`src/rtl/fft16_out_unloader.sv`:
```
// Reader end of the 16-point FFT result bus: snapshot on start, rescale/saturate, stream over valid/ready.
// Optional build macro DIGIT_REVERSE_EN presents slot {k[1:0],k[3:2]} at index k (natural frequency order).
module fft16_out_unloader #(
  parameter int N     = 16,
  parameter int OUTW  = 48,
  parameter int DOUTW = 32,
  parameter int SHIFT = 15
) (
  input  logic                    clk,
  input  logic                    rst,
  input  logic                    start,
  input  logic [N*OUTW-1:0]       yr_flat,
  input  logic [N*OUTW-1:0]       yi_flat,
  output logic                    busy,
  output logic                    out_valid,
  input  logic                    out_ready,
  output logic [3:0]              out_idx,
  output logic signed [DOUTW-1:0] out_re,
  output logic signed [DOUTW-1:0] out_im,
  output logic                    out_last,
  output logic                    sat_flag,
  output logic                    done
);

  localparam int IW = 4;
  localparam logic [IW-1:0] LAST_IDX = IW'(N - 1);
  localparam logic signed [OUTW-1:0] SMAX = {{(OUTW-DOUTW+1){1'b0}}, {(DOUTW-1){1'b1}}};
  localparam logic signed [OUTW-1:0] SMIN = {{(OUTW-DOUTW+1){1'b1}}, {(DOUTW-1){1'b0}}};
  localparam logic [DOUTW-1:0] DMAX = {1'b0, {(DOUTW-1){1'b1}}};
  localparam logic [DOUTW-1:0] DMIN = {1'b1, {(DOUTW-1){1'b0}}};

  typedef enum logic [1:0] {IDLE, STREAM, FIN} state_t;

  state_t                 state;
  logic signed [OUTW-1:0] snap_re_p0 [N];
  logic signed [OUTW-1:0] snap_im_p0 [N];
  logic [IW-1:0]          idx_nxt;
  logic [IW-1:0]          slot_nxt;
  logic [DOUTW:0]         sc0_re, sc0_im, scn_re, scn_im;

  // Returns {saturated, value}.
  function automatic logic [DOUTW:0] rescale(input logic signed [OUTW-1:0] s);
    logic signed [OUTW-1:0] t;
    t = s >>> SHIFT;
    if (t > SMAX)      return {1'b1, DMAX};
    else if (t < SMIN) return {1'b1, DMIN};
    else               return {1'b0, t[DOUTW-1:0]};
  endfunction

  function automatic logic [IW-1:0] slot_of(input logic [IW-1:0] k);
`ifdef DIGIT_REVERSE_EN
    return {k[1:0], k[3:2]};
`else
    return k;
`endif
  endfunction

  // Sample 0 comes straight off the input bus (slot 0 in both orders), later ones from the snapshot.
  always_comb begin
    idx_nxt  = out_idx + IW'(1);
    slot_nxt = slot_of(idx_nxt);
    sc0_re   = rescale(yr_flat[OUTW-1:0]);
    sc0_im   = rescale(yi_flat[OUTW-1:0]);
    scn_re   = rescale(snap_re_p0[slot_nxt]);
    scn_im   = rescale(snap_im_p0[slot_nxt]);
  end

  // Stage p0: frame snapshot, data only
  always_ff @(posedge clk) begin
    if (state == IDLE && start) begin
      for (int i = 0; i < N; i++) begin
        snap_re_p0[i] <= yr_flat[i*OUTW +: OUTW];
        snap_im_p0[i] <= yi_flat[i*OUTW +: OUTW];
      end
    end
  end

  // Output stage: control FSM with registered sample presentation
  always_ff @(posedge clk) begin
    if (rst) begin
      state     <= IDLE;
      busy      <= 1'b0;
      out_valid <= 1'b0;
      out_idx   <= '0;
      out_re    <= '0;
      out_im    <= '0;
      out_last  <= 1'b0;
      sat_flag  <= 1'b0;
      done      <= 1'b0;
    end else begin
      case (state)
        IDLE: begin
          done <= 1'b0;
          if (start) begin
            state     <= STREAM;
            busy      <= 1'b1;
            out_valid <= 1'b1;
            out_idx   <= '0;
            out_re    <= sc0_re[DOUTW-1:0];
            out_im    <= sc0_im[DOUTW-1:0];
            out_last  <= 1'b0;
            sat_flag  <= sc0_re[DOUTW] | sc0_im[DOUTW];
          end
        end
        STREAM: begin
          if (out_ready) begin
            if (out_idx == LAST_IDX) begin
              state     <= FIN;
              busy      <= 1'b0;
              out_valid <= 1'b0;
              out_last  <= 1'b0;
              done      <= 1'b1;
            end else begin
              out_idx  <= idx_nxt;
              out_re   <= scn_re[DOUTW-1:0];
              out_im   <= scn_im[DOUTW-1:0];
              out_last <= (idx_nxt == LAST_IDX);
              sat_flag <= sat_flag | scn_re[DOUTW] | scn_im[DOUTW];
            end
          end
        end
        FIN: begin
          done  <= 1'b0;
          state <= IDLE;
        end
        default: state <= IDLE;
      endcase
    end
  end

endmodule

```
`config.mk`:
```
export PLATFORM = sky130hd
export DESIGN_NAME = fft16_out_unloader
export DESIGN_NICKNAME = d
export VERILOG_FILES = /design/src/rtl/fft16_out_unloader.sv
export SDC_FILE = /design/constraint.sdc
export NUM_CORES = 1
export LEC_CHECK = 0
export ABC_AREA = 1
export BUFFER_PORTS_ARGS = -buffer_cell sky130_fd_sc_hd__buf_2
export CAP_MARGIN = 25
export CORE_AREA = 5 5 625 627
export DETAILED_ROUTE_END_ITERATION = 10
export DIE_AREA = 0 0 630 632
export HOLD_SLACK_MARGIN = 0.06
export PLACE_DENSITY = 0.3
export SLEW_MARGIN = 20
export SYNTH_ARGS = -nofsm -noshare
export SYNTH_HDL_FRONTEND = slang
export SYNTH_SLANG_ARGS = --single-unit
```
`constraint.sdc`:
```
create_clock -name clk -period 31.8 [get_ports clk]
set_clock_uncertainty 0.1 [all_clocks]
set_input_delay 1.59 -clock clk [delete_from_list [all_inputs] [get_ports clk]]
set_output_delay 1.59 -clock clk [all_outputs]
set_load 0.1 [all_outputs]
```
==> metrics.yaml, run 1 <==
status: "completed"
leakagePower_nw: 24.0
clockBufferDepth: 4
grt_pass1_vias: 37077
synth_edf_count: 1056
ff2ff_path_depth: 20
worstMarginPinSlew_ns: 1.03
io_buffers: 1132
design_area_um2: 63000
hold_viol_final: 0
cap_violations: 0
ir_worst_vdd_uv: 39.5
finalCriticalPeriod_ns: 6.48
grt_usage: 0.122
fmax_mhz: 154
numCtsBuffers: 158
grt_max_degree: 127
setup.worst_path.end_class: "register"
drt_iter0_drc: 1959
avgSynthCellArea_um2: 11.4
wl_um: 253000
cts_max_level: 4
rsz0062_at_grt: "false"
cts_setup_buffers: 0
critPathMaxFanout: 92
slew_viol_final: 0
seq_power_share: 0.434
drive_gt1_frac: 0.273
die_h_um: 632
yosys_most_used_dff: "edfxtp_1"
antenna_found_initial: 282
vias: 35826
num_rows: 228
place_hpwl_um: 189000
grt_first_pass_wirelength_um: 333000
routedWlPerCell_um: 24.3
hold_buffers: 0
cts.sinks: 1130
ys_types: 32
r2r_slack_ns: 25.32
hold_end: "state[1]"
netlist_top_cells_area: "edfxtp_1, nand2_1, dfxtp_1"
fin_tns_setup_ns: 0
p_int_w: 0.00289
insertion_delay_ns: 0.84
synth_seq_cells: 1130
switching_share: 0.292
cts_tree: "built"
post-synth-top-area-cell: "edfxtp_1"
synth_cells: 4053
dr.pass1.iters: 5
worstReg2RegEnd: "out_re[14]"
synthesis.nets: 5595
io-pin-count: 1613
syn_area_um2: 46300
area_growth_pct: 36.3
viasPerCell: 3.44
cts.clk_slew.worst_paths_ns: 0.05
worstPathRequired_ns: 32.45
die_w_um: 630
drc_errors: 0
fin_ws_ns: 25.32
pre_cts_slack_ns: 24.48
antenna_left: 0
slew-limit-headroom: 0.313
r2r-start: "out_idx[0]"
ys.warnings.count: 0
place.gp.congestion: 0.779
switchingPower_w: 0.00119
coreArea_um2: 384000
dpl_cell_area_um2: 57800
cts_resized: 0
worstPathArrival_ns: 7.13
synth_top_cell_area_share: 0.686
combPwrFrac: 0.137
hold_path.class: "register to register"
fin_util: 0.164
crit_type: "register to register"
critPathLaunchType: "register"
start_util: 0.120
period_share: 0.204
synth_common_cells: "nand2_1, edfxtp_1, nor2_1, a21oi_1, nand3_1"
power.density_nw_per_um2: 64.7
die_area_um2: 398000
yosysMostFrequentCell: "nand2_1"
setup_viol: 0
overflow: 0
worst_hold_startpoint: "state[1]"
root_buffer: "clkbuf_16"
fillerInstances: 42985
min_path_cells: 1
synth-seq-area-share: 0.718
finalNetCount: 6686
synthArstFlopShare: 0
p_clk_frac: 0.428
==> worst max path at each step <==
stage | start | end | slack [ns]
after floorplan | start | out_idx[3] | 7.90
after global placement | out_idx[0] | out_re[15] | 24.45
after detailed placement | out_idx[0] | out_re[15] | 24.48
after CTS | out_idx[0] | out_re[15] | 24.44
after global routing | out_idx[0] | out_re[14] | 24.62
final | out_idx[0] | out_re[14] | 25.32
==> sequential cells by signal (all words and copies together) (netlist names) <==
register / count
state: 2
snap_im_p0: 528
out_valid: 1
sat_flag: 1
out_last: 1
snap_re_p0: 528
out_re: 32
out_im: 32
done: 1
out_idx: 4
==> kinds of logic (layout without fill, tap and decap cells) <==
kind of cell / Yosys count / in the layout / synth area share
flops: 1130 / 1130 / 0.718
buf+inv: 479 / 1691 / 0.0429
fa+ha+maj: 2 / 2 / 0.000541
other cells: 0 / 91 / 0
xor+xnor: 4 / 4 / 0.000920
simple gates: 1703 / 1703 / 0.147
compound gates: 735 / 735 / 0.0914
==> power by group through the flow <==
stage / Combinational (W) / Clock, W / Sequential, W
after floorplan: 0.000238 / 0 / 0.00195
after global placement: 0.000590 / 0 / 0.00180
after detailed placement: 0.000590 / 0 / 0.00180
after CTS: 0.000592 / 0.00183 / 0.00177
after global routing: 0.000621 / 0.00188 / 0.00178
final: 0.000560 / 0.00175 / 0.00177
==> routing by layer <==
layer / track usage / part of all wire
met5: 0 / 0.0050
met2: 0.223 / 0.52
met3: 0.0456 / 0.087
met1: 0.128 / 0.36
met4: 0.0376 / 0.034
==> final cells by class <==
type | count | area (um2) | area share
Sequential cell | 1130 | 33200 | 0.527
Timing Repair Buffer | 1202 | 6340 | 0.101
Clock inverter | 84 | 796 | 0.0126
Inverter | 208 | 803 | 0.0127
Multi-Input combinational cell | 2444 | 11200 | 0.177
Antenna cell | 91 | 228 | 0.00361
Clock buffer | 197 | 4150 | 0.0659
Tap cell | 5060 | 6330 | 0.100
==> metrics by stage <==
stage | std cells | power, W | hold slack (ns)
global route | 10353 | 0.00428 | 0.380
global placement | 10040 | 0.00239 | 0.348
floorplan | 4053 | 0.00219 | 0.322
finish | 10416 | 0.00408 | 0.356
detailed placement | 10043 | 0.00239 | 0.346
CTS | 10324 | 0.00420 | 0.355
==> worst max-delay path: stages, from the launching register on <==
cell     delay, ns
dfxtp_4       0.73
inv_8         0.28
ha_4          0.46
inv_8         0.44
buf_12        0.46
buf_4         0.64
nand3_1       0.55
nand3_1       0.20
nand3_1       0.09
nand2_1       0.14
nand2_1       0.17
nor2_1        0.31
nand2_1       0.10
nor2_1        0.13
nand2_1       0.06
nand2_1       0.07
nand3_2       0.47
buf_16        0.37
nand2_1       0.07
nand2_1       0.06
a21oi_1       0.11
==> placed cells by master, fill, tap and decap left out, types with 2 or more instances in the layout <==
master / instances
nand3_2: 2
buf_4: 57
nand2_2: 2
o221ai_1: 2
clkinv_16: 3
buf_6: 2
nand2_1: 1116
inv_16: 3
clkinv_4: 3
o21a_1: 30
inv_6: 6
inv_8: 3
o21ai_0: 227
diode_2: 91
inv_2: 3
o22ai_1: 63
o21ai_1: 30
nand3_1: 285
a21oi_1: 289
xor2_4: 3
clkbuf_1: 36
nor2_1: 290
bufinv_16: 8
clkinv_8: 4
inv_1: 200
or2_2: 3
a22oi_1: 2
buf_12: 10
clkbuf_16: 160
clkinvlp_4: 6
nor4_1: 2
dfxtp_1: 73
o211ai_1: 29
clkinv_1: 34
buf_2: 1132
a32o_1: 61
clkinv_2: 18
edfxtp_1: 1056
Note: power is estimated with default switching activity, not from simulation.
==> run 2, diff against run 1 <==
==> constraint.sdc (replaced) <==
create_clock -name clk -period 6.7 [get_ports clk]
set_clock_uncertainty 0.1 [all_clocks]
set_input_delay 0.335 -clock clk [delete_from_list [all_inputs] [get_ports clk]]
set_output_delay 0.335 -clock clk [all_outputs]
set_load 0.1 [all_outputs]
==> metrics.yaml, run 2 (same netlist as run 1, synthesis figures left out) <==
antenna_found_initial: 125  # -56%
drt_iter0_drc: 2061  # +5.2%
grt_max_degree: 156  # +23%
slew-limit-headroom: 0.210  # -0.103
worstPathRequired_ns: 7.33  # -25.12 ns
ir_worst_vdd_uv: 182  # +360%
vias: 41931  # +17%
whs_ns: 0.159  # -0.197 ns
power.density_nw_per_um2: 255  # +290%
rsz0062_at_grt: "false"
top_regs: "snap_im_p0 x528, snap_re_p0 x528"
slowest_delay_ns: 0.76  # +0.03 ns
critPathMaxFanout: 68  # -26%
cts_tree: "built"
period_share: 0.768  # +0.564
drc_errors: 0  # unchanged
num_rows: 228  # unchanged
worstPathArrival_ns: 5.77  # -1.36 ns
io_buffers: 1132  # unchanged
hold_path.class: "input pin to register"
seq_power_share: 0.414  # -0.020
place_hpwl_um: 195000  # +3.2%
insertion_delay_ns: 0.84  # about the same
die_h_um: 632  # unchanged
p_int_w: 0.0145  # +400%
cts_max_level: 4  # unchanged
cts_setup_buffers: 0  # unchanged
grt_first_pass_wirelength_um: 357000  # +7.0%
setup.worst_path.end_class: "register"
leakagePower_nw: 31.1  # +30%
finalCriticalPeriod_ns: 5.14  # -1.34 ns
fin_tns_setup_ns: 0  # unchanged
clockBufferDepth: 4  # unchanged
worstMarginPinSlew_ns: 1.18  # +0.155 ns
fmax_mhz: 194  # +26%
hold_viol_final: 0  # unchanged
pre_cts_slack_ns: 1.25  # -23.23 ns
root_buffer: "clkbuf_16"
area_growth_pct: 72.8
grt_usage: 0.128  # +0.00587
viasPerCell: 3.47  # +0.88%
final_cells: 12085  # +16%
fillerInstances: 42152  # -1.9%
seq_area_um2: 33200  # about the same
finalNetCount: 8367  # +25%
status: "completed"
critPathLaunchType: "register"
mostFrequentLayoutCells: "dlygate4sd3_1, buf_2, nand2_1"
setup_viol: 0  # unchanged
switchingPower_w: 0.00582  # +390%
coreArea_um2: 384000  # unchanged
multi_input_area_um2: 11200  # +0.12%
p_clk_frac: 0.412  # -0.016
cts.sinks: 1130  # unchanged
numPlacedInstances: 10063  # +0.20%
start_util: 0.120  # unchanged
die_w_um: 630  # unchanged
overflow: 0  # unchanged
io-pin-count: 1613  # unchanged
cap_violations: 0  # unchanged
fin_ws_ns: 1.56  # -23.76 ns
die_area_um2: 398000  # unchanged
grt_pass1_vias: 44273  # +19%
place.gp.congestion: 0.782  # +0.37%
crit_type: "register to register"
drive_gt1_frac: 0.211  # -0.0621
crit_top_cell: "nand2_1"
numCtsBuffers: 155  # -1.9%
mostFrequentLayoutCell: "dlygate4sd3_1"
switching_share: 0.286  # -0.00595
path_cells: "inv_8 > ha_4 > buf_12 > buf_4 > nand3_1 > nand3_1 > nand3_1 > nand2_1 > nand2_1 > nor2_1 > nand2_1 > nor2_1 > nand2_1 > nand2_1 > nand3_2 > nand2_1 > nand2_1 > a21oi_1"
combPwrFrac: 0.174  # +0.037
antenna_left: 0  # unchanged
cp_slowest_cell: "nand3_2"
cts.clk_slew.worst_paths_ns: 0.06  # about the same
dr.pass1.iters: 5  # unchanged
routedWlPerCell_um: 22.1  # -9.3%
slew_viol_final: 0  # unchanged
wl_um: 267000  # +5.2%
-- run 2: cell types whose count changed in the layout (fill, tap and decap cells not counted), sizes merged --
cell / before / now
clkinv: 62 / 58
diode: 91 / 85
dlygate4sd3: 0 / 1665
clkinvlp: 6 / 7
inv: 216 / 213
bufinv: 8 / 15
clkbuf: 197 / 187
buf: 1202 / 1221
-- run 2: power groups by stage --
| stage | combinational, W | sequential [W] | clock, W |
|---|---|---|---|
| detailed placement | 0.00285 | 0.00856 | 0 |
| global route | 0.00386 | 0.00845 | 0.00901 |
| CTS | 0.00370 | 0.00842 | 0.00874 |
| global placement | 0.00285 | 0.00856 | 0 |
| floorplan | 0.00114 | 0.00911 | 0 |
| finish | 0.00355 | 0.00841 | 0.00838 |
-- run 2: routing by layer --
metal  part of all wire  GRT usage
met1               0.38      0.141
met5             0.0013          0
met3              0.063     0.0318
met4              0.037     0.0434
met2               0.52      0.236
-- run 2: cell type report --
cell class	count	area share
Sequential cell	1130	0.415
Timing Repair Buffer	2886	0.291
Clock buffer	187	0.0508
Clock inverter	85	0.0113
Tap cell	5060	0.0792
Multi-Input combinational cell	2444	0.140
Antenna cell	85	0.00266
Inverter	208	0.0100
-- run 2: per-stage QoR --
step / util / power, W / cell area [um2]
floorplan: - / 0.0103 / 46400
global placement: 0.151 / 0.0114 / 58100
detailed placement: 0.151 / 0.0114 / 58100
CTS: 0.207 / 0.0209 / 79700
global route: 0.208 / 0.0213 / 79800
finish: 0.208 / 0.0203 / 79900
-- run 2: path summary, 6_finish.rpt --
path / from / to / slack, ns / cells past startpoint
hold / removal: yr_flat[91] / snap_re_p0[1][43] / 0.16 / 2
setup / recovery: out_idx[0] / out_re[6] / 1.56 / 18
hold reg to reg: state[1] / state[1] / 0.34 / 1
setup reg to reg: out_idx[0] / out_re[6] / 1.56 / 18
-- run 2: repair_timing --
action                                 4_1_cts  5_1_grt
hold buffers                              1665        0
resized for setup                            0        0
endpoints found under the hold margin     1128        0
-- run 2: worst max-delay path, delay by kind of cell, from the launching register on --
family / cells / cell delay (ns)
buffers and inverters: 3 / 0.86
DFF: 1 / 0.64
AOI/OAI and AO/OA: 1 / 0.16
adders and majority gates: 1 / 0.65
and+or+nand+nor: 13 / 2.46
